==> config.mk <==
export PLATFORM = sky130hd
export DESIGN_NAME = bcd_counter_n_flat
export DESIGN_NICKNAME = d
export VERILOG_FILES = /design/src/rtl/bcd_counter_n_pkg.sv /design/src/rtl/bcd_counter_n_if.sv /design/src/rtl/bcd_counter_n_digit.sv /design/src/rtl/bcd_counter_n.sv /design/src/flat_wrapper.sv
export SDC_FILE = /design/constraint.sdc
export NUM_CORES = 1
export LEC_CHECK = 0
export ABC_AREA = 1
export CAP_MARGIN = 20
export CORE_MARGIN = 5
export CORE_UTILIZATION = 29
export DETAILED_ROUTE_END_ITERATION = 8
export SLEW_MARGIN = 20
export SYNTH_ARGS = -nofsm -noshare
export SYNTH_HDL_FRONTEND = slang
export SYNTH_SLANG_ARGS = --single-unit
==> constraint.sdc <==
create_clock -name clk -period 3.82 [get_ports clk]
set_input_delay 0.764 -clock clk [delete_from_list [all_inputs] [get_ports clk]]
set_output_delay 0.764 -clock clk [all_outputs]
set_load 0.05 [all_outputs]
==> src/rtl/bcd_counter_n_pkg.sv <==
// Shared BCD definitions for the multi-digit decimal counter.
// Provides the digit width and maximum, plus elaboration-time helpers
// for packing an integer as BCD and for clamping a nibble to 9.
package bcd_pkg;

  localparam int         BCD_W   = 4;
  localparam logic [3:0] BCD_MAX = 4'd9;
  localparam int         MAX_DIGITS = 8;

  // Packs an integer into up to eight BCD digits, least significant digit in [3:0].
  function automatic logic [4*MAX_DIGITS-1:0] int_to_bcd(input int unsigned value);
    logic [4*MAX_DIGITS-1:0] res;
    int unsigned v;
    res = '0;
    v   = value;
    for (int i = 0; i < MAX_DIGITS; i++) begin
      res[4*i +: 4] = 4'(v % 10);
      v = v / 10;
    end
    return res;
  endfunction

  // Replaces any non-decimal nibble with 9 so the counter never holds an illegal digit.
  function automatic logic [3:0] clamp9(input logic [3:0] d);
    return (d > BCD_MAX) ? BCD_MAX : d;
  endfunction

endpackage

==> src/rtl/bcd_counter_n_if.sv <==
// Control and status bundle of the BCD counter.
// The master side (user logic or bench) drives the controls and load value;
// the slave side (the counter) returns the count and status flags.
interface bcd_counter_n_if #(
  parameter int NDIGITS = 4
);

  logic                   en;
  logic                   up;
  logic                   clr;
  logic                   load;
  logic [4*NDIGITS-1:0]   load_val;
  logic [4*NDIGITS-1:0]   cnt;
  logic                   tc;
  logic                   cout;
  logic                   ovf;
  logic                   load_err;

  modport master (
    output en, up, clr, load, load_val,
    input  cnt, tc, cout, ovf, load_err
  );

  modport slave (
    input  en, up, clr, load, load_val,
    output cnt, tc, cout, ovf, load_err
  );

endinterface

==> src/rtl/bcd_counter_n_digit.sv <==
// One decimal digit of the cascaded counter.
// Steps up or down by one when step is high, wrapping 9->0 or 0->9;
// clear and load take priority over stepping. Flags report 9 and 0
// so the parent can build the carry/borrow chain.
module bcd_digit
  import bcd_pkg::*;
(
  input  logic       clk,
  input  logic       rstn,
  input  logic [3:0] rst_val,
  input  logic       clr,
  input  logic       load,
  input  logic [3:0] load_d,
  input  logic       step,
  input  logic       up,
  output logic [3:0] digit,
  output logic       is_max,
  output logic       is_min
);

  logic [3:0] digit_q;

  // Digit register: reset/clear to the reset digit, load clamps, otherwise step with wrap.
  always_ff @(posedge clk or negedge rstn) begin
    if (!rstn) begin
      digit_q <= rst_val;
    end else if (clr) begin
      digit_q <= rst_val;
    end else if (load) begin
      digit_q <= clamp9(load_d);
    end else if (step) begin
      if (up) begin
        digit_q <= (digit_q == BCD_MAX) ? 4'd0 : digit_q + 4'd1;
      end else begin
        digit_q <= (digit_q == 4'd0) ? BCD_MAX : digit_q - 4'd1;
      end
    end
  end

  assign digit  = digit_q;
  assign is_max = (digit_q == BCD_MAX);
  assign is_min = (digit_q == 4'd0);

endmodule

==> src/rtl/bcd_counter_n.sv <==
// Parametrised N-digit BCD up/down counter with clear, parallel load,
// combinational terminal count / carry out and a sticky overflow flag.
// Optional macro BCD_CNT_SAT_EN: saturate at all-9 / all-0 instead of wrapping
// (overflow still flags the blocked step).
module bcd_counter_n
  import bcd_pkg::*;
#(
  parameter int NDIGITS = 4,
  parameter int RST_VAL = 0
) (
  input  logic            clk,
  input  logic            rstn,
  bcd_counter_n_if.slave  bus
);

  localparam int W = BCD_W * NDIGITS;
  localparam logic [4*MAX_DIGITS-1:0] RST_BCD_ALL = int_to_bcd(RST_VAL);
  localparam logic [W-1:0]            RST_BCD     = RST_BCD_ALL[W-1:0];

  logic [NDIGITS-1:0] is_max;
  logic [NDIGITS-1:0] is_min;
  logic [NDIGITS-1:0] step;
  logic [NDIGITS-1:0] bad_digit;
  logic [W-1:0]       cnt;
  logic               all_max;
  logic               all_min;
  logic               tc;
  logic               cout;
  logic               blocked;
  logic               ovf_q;
  logic               load_err_q;

  assign all_max = &is_max;
  assign all_min = &is_min;
  assign tc      = bus.up ? all_max : all_min;
  assign cout    = tc & bus.en;

`ifdef BCD_CNT_SAT_EN
  assign blocked = tc;
`else
  assign blocked = 1'b0;
`endif

  // Each digit steps when enabled and every lower digit is at its carry/borrow value.
  for (genvar i = 0; i < NDIGITS; i++) begin : g_digit
    if (i == 0) begin : g_first
      assign step[i] = bus.en & ~blocked;
    end else begin : g_rest
      assign step[i] = bus.en & ~blocked &
                       (bus.up ? (&is_max[i-1:0]) : (&is_min[i-1:0]));
    end

    assign bad_digit[i] = (bus.load_val[4*i +: 4] > BCD_MAX);

    bcd_digit u_digit (
      .clk     (clk),
      .rstn    (rstn),
      .rst_val (RST_BCD[4*i +: 4]),
      .clr     (bus.clr),
      .load    (bus.load),
      .load_d  (bus.load_val[4*i +: 4]),
      .step    (step[i]),
      .up      (bus.up),
      .digit   (cnt[4*i +: 4]),
      .is_max  (is_max[i]),
      .is_min  (is_min[i])
    );
  end

  // Status flags: sticky overflow on any wrap (or blocked step), one-cycle load error.
  always_ff @(posedge clk or negedge rstn) begin
    if (!rstn) begin
      ovf_q      <= 1'b0;
      load_err_q <= 1'b0;
    end else if (bus.clr) begin
      ovf_q      <= 1'b0;
      load_err_q <= 1'b0;
    end else if (bus.load) begin
      load_err_q <= |bad_digit;
    end else begin
      load_err_q <= 1'b0;
      if (cout) begin
        ovf_q <= 1'b1;
      end
    end
  end

  assign bus.cnt      = cnt;
  assign bus.tc       = tc;
  assign bus.cout     = cout;
  assign bus.ovf      = ovf_q;
  assign bus.load_err = load_err_q;

endmodule

==> src/flat_wrapper.sv <==
// flat-port wrapper written by rule: the top's interface ports become plain ports
module bcd_counter_n_flat import bcd_pkg::*;
#(
  parameter int NDIGITS = 4,
  parameter int RST_VAL = 0
)
  (clk, rstn, bus_en, bus_up, bus_clr, bus_load, bus_load_val, bus_cnt, bus_tc, bus_cout, bus_ovf, bus_load_err);
  bcd_counter_n_if #(.NDIGITS(NDIGITS)) bus_i ();
  input  logic clk;
  input  logic rstn;
  input wire logic [$bits(bus_i.en)-1:0] bus_en;
  input wire logic [$bits(bus_i.up)-1:0] bus_up;
  input wire logic [$bits(bus_i.clr)-1:0] bus_clr;
  input wire logic [$bits(bus_i.load)-1:0] bus_load;
  input wire logic [$bits(bus_i.load_val)-1:0] bus_load_val;
  output wire logic [$bits(bus_i.cnt)-1:0] bus_cnt;
  output wire logic [$bits(bus_i.tc)-1:0] bus_tc;
  output wire logic [$bits(bus_i.cout)-1:0] bus_cout;
  output wire logic [$bits(bus_i.ovf)-1:0] bus_ovf;
  output wire logic [$bits(bus_i.load_err)-1:0] bus_load_err;
  assign bus_i.en = bus_en;
  assign bus_i.up = bus_up;
  assign bus_i.clr = bus_clr;
  assign bus_i.load = bus_load;
  assign bus_i.load_val = bus_load_val;
  assign bus_cnt = bus_i.cnt;
  assign bus_tc = bus_i.tc;
  assign bus_cout = bus_i.cout;
  assign bus_ovf = bus_i.ovf;
  assign bus_load_err = bus_i.load_err;
  bcd_counter_n #(.NDIGITS(NDIGITS), .RST_VAL(RST_VAL)) u_core (.clk(clk), .rstn(rstn), .bus(bus_i));
endmodule
==> run_results.csv <==
group,metric,value,unit
grt,antenna_found_initial,0,
floorplan,design.core.area,5990,µm²
cells_and_area,fillCellCount,640,
clock_tree,clk_pin_slew,0.08,ns
critical_path,crit_fanout,12,
timing,rsz0062_at_grt,"no",
synthesis,muxShareOfSynthArea,0,
floorplan,chipHeight,89.0,µm
clock_tree,cts_tree,"done",
clock_tree,cts_buffers,3,
power_and_ir_drop,p_per_area,316,nW/µm²
clock_tree,cts_hold_buf,0,
synthesis,yosysTopAreaCell,"dfrtp_1",
timing,hold_violations,0,
clock_tree,cts_setup_buffers,0,
grt,grt.total_usage,0.140,
critical_path,path_class,"in2out",
detailed_routing,first_iter_violations,153,
power_and_ir_drop,fin_total_pwr,0.735,mW
synthesis,yosysWarnings,0,
critical_path,worstSetupStartpointType,"primary input",
clock_tree,root_buffer,"clkbuf_8",
cells_and_area,fin_util,0.388,
synthesis,syn-num-nets,322,
synthesis,synth_top_family_by_area,"simple AND/OR/NAND/NOR gates",
detailed_routing,avgViaCountPerCell,4.88,
timing,skew,0.00620,ns
synthesis,synth_edf_count,0,
timing,min_period,3.28,ns
synthesis,yosysTopAreaCellShare,0.249,
timing,slew_headroom,0.402,
critical_path,cp-end-kind,"primary output",
placed_design,dpl-instance-area,2280,µm²
cells_and_area,final_cell_mix,"nand2_1 (86), nand3_1 (48), clkdlybuf4s50_1 (39), nor2_1 (33), inv_1 (29)",
detailed_routing,drc_errors,0,
run,maxCapViolations,0,
synthesis,synthCells,290,
synthesis,ys_ff_latch,18,
clock_tree,htreeDepth,1,
clock_tree,cts_buffer_depth,2,
synthesis,synth.distinct_cells,28,
timing,fin_tns_setup,0,ns
detailed_routing,drt-pass1-iter-count,4,
detailed_routing,wl_per_cell,12.9,µm
power_and_ir_drop,vdd_drop_max,0.214,mV
detailed_routing,vias,1966,
grt,overflow,0,
synthesis,synth_compound_area_frac,0.0960,
cells_and_area,antenna_cells,0,
synthesis,yosys-top-cells-area,"dfrtp_1 (25%), nand2_1 (18%), nand3_1 (13%)",
synthesis,synth_fa_ha_area_frac,0.0691,
critical_path,critPathRequiredTime,3.06,ns
power_and_ir_drop,switching_share,0.448,
clock_tree,post_cts_resized,0,
power_and_ir_drop,clkPwrFrac,0.189,
critical_path,arrival,2.52,ns
floorplan,die_x,89.0,µm
clock_tree,clock_sinks,18,
cells_and_area,final_common_cell,"nand2_1",
detailed_routing,antenna_left,0,
timing,worst_slew_pin_slew,0.894,ns
synthesis,syn-cell-area,1810,µm²
grt,first_global_vias,1851,
grt,grt_max_degree,23,
detailed_routing,routed_wl,5200,µm
timing,setup-violations-final,0,
timing,fmax,305,MHz
synthesis,synthArstFlopShare,1.00,
placed_design,dp_hpwl,4040,µm
clock_tree,worstSkewPairLatency,0.26,ns
cells_and_area,area_growth,28.2,%
run_status,status,"complete, no violations",
power_and_ir_drop,power_leakage,1.14,nW
floorplan,io-pin-count,42,
synthesis,yosys.area_share.simple,0.466,
power_and_ir_drop,p_sw,0.329,mW
cells_and_area,design_area,2320,µm²
synthesis,synth_xor_area_frac,0.0145,
cells_and_area,nNetsFinal,362,
floorplan,row_count,28,
synthesis,ys_seq_area_frac,0.249,
timing,slew_viol_final,0,
placed_design,dpl.cell_count,400,
synthesis,ys_dominant_reg_cell,"dfrtp_1",
hold_path,hold_path_class,"reg2reg",
timing,period_share,0.859,
placed_design,routabilityCongestion,0.909,
cells_and_area,layout.cells.non_filler,403,
power_and_ir_drop,power_frac_comb,0.471,
placed_design,io_buffers,41,
power_and_ir_drop,sequentialPowerShare,0.339,
floorplan,dieArea,7930,µm²
floorplan,start_util,0.302,
cells_and_area,drive_gt1_frac,0.0732,
power_and_ir_drop,p_int,0.405,mW
synthesis,avgSynthCellArea,6.25,µm²
grt,grt_pass1_wl,8900,µm
## metal layers
metal | GRT usage | routed length [µm] | vias to the layer above
met2 | 0.221 | 2270 | 68
met3 | 0.0341 | 465 | 4
met4 | 0.0230 | 34 | 0
met1 | 0.199 | 2420 | 868
met5 | 0 | 0 | -
li1 | - | - | 1026
## through the flow
step           setup slack, ns  hold WS, ns
6_report                 0.539        0.495
3_5_place_dp             0.553        0.475
5_1_grt                  0.377        0.553
3_3_place_gp             0.583        0.476
2_1_floorplan            0.514        0.468
4_1_cts                  0.542        0.502
## layout make-up
class,instances,area [µm²],share of cell area
timing repair buffer,42,438,0.188
tap,75,93.8,0.0404
clock buffer,3,41.3,0.0178
multi-input combinational,231,1170,0.503
inverter,34,130,0.0560
sequential,18,450,0.194
## state kept, by name (all words and copies together) (netlist names)
| name | count |
|---|---|
| u_core.bus.load_err | 1 |
| u_core.bus.ovf | 1 |
| u_core.g_digit.u_digit.digit | 16 |
## synth_stat cells, drive strengths merged, types with 2 or more instances
| library cell | count |
|---|---|
| nand2 | 92 |
| nand3 | 51 |
| nor2 | 36 |
| inv | 34 |
| dfrtp | 18 |
| o21ai | 16 |
| ha | 10 |
| a21oi | 9 |
| buf | 6 |
| nand4 | 5 |
| o211ai | 5 |
| nor3 | 2 |
| xnor2 | 2 |
## worst max-delay path, stage by stage
cell and delay (ns):
clkdlybuf4s50_1 0.73, inv_1 0.23, nand2_2 0.16, inv_1 0.05, nor3b_1 0.38, buf_12 0.20
## power by group through the flow
stage / logic, mW / registers [mW] / clock network, mW
6_report: 0.346 / 0.249 / 0.139
5_1_grt: 0.385 / 0.255 / 0.154
4_1_cts: 0.348 / 0.250 / 0.146
3_5_place_dp: 0.347 / 0.253 / 0
3_3_place_gp: 0.345 / 0.253 / 0
2_1_floorplan: 0.175 / 0.309 / 0
## logic make-up (layout without fill, tap and decap cells)
| logic type | after synthesis | count (layout) |
|---|---|---|
| compound gates | 31 | 31 |
| xor+xnor | 3 | 3 |
| buf+inv | 41 | 79 |
| fa+ha+maj | 10 | 10 |
| flops | 18 | 18 |
| simple gates | 187 | 187 |
## final timing paths
| kind | startpoint | end | slack [ns] | cells after the start |
|---|---|---|---|---|
| min in group asynchronous | rstn | u_core.bus.ovf$_DFFE_PN0P_ | 1.01 | 1 |
| worst min register to register | u_core.bus.ovf$_DFFE_PN0P_ | u_core.bus.ovf$_DFFE_PN0P_ | 0.50 | 2 |
| worst max register to register | u_core.g_digit[0].u_digit.digit[0]$_DFFE_PN0P_ | u_core.g_digit[2].u_digit.digit[1]$_DFFE_PN0P_ | 2.09 | 10 |
| worst max-delay path | bus_up | bus_tc | 0.54 | 6 |
| max in group asynchronous | rstn | u_core.g_digit[3].u_digit.digit[2]$_DFFE_PN0P_ | 2.26 | 1 |
| worst min-delay path | u_core.bus.ovf$_DFFE_PN0P_ | u_core.bus.ovf$_DFFE_PN0P_ | 0.50 | 2 |
Note: power is estimated with default switching activity, not from simulation.
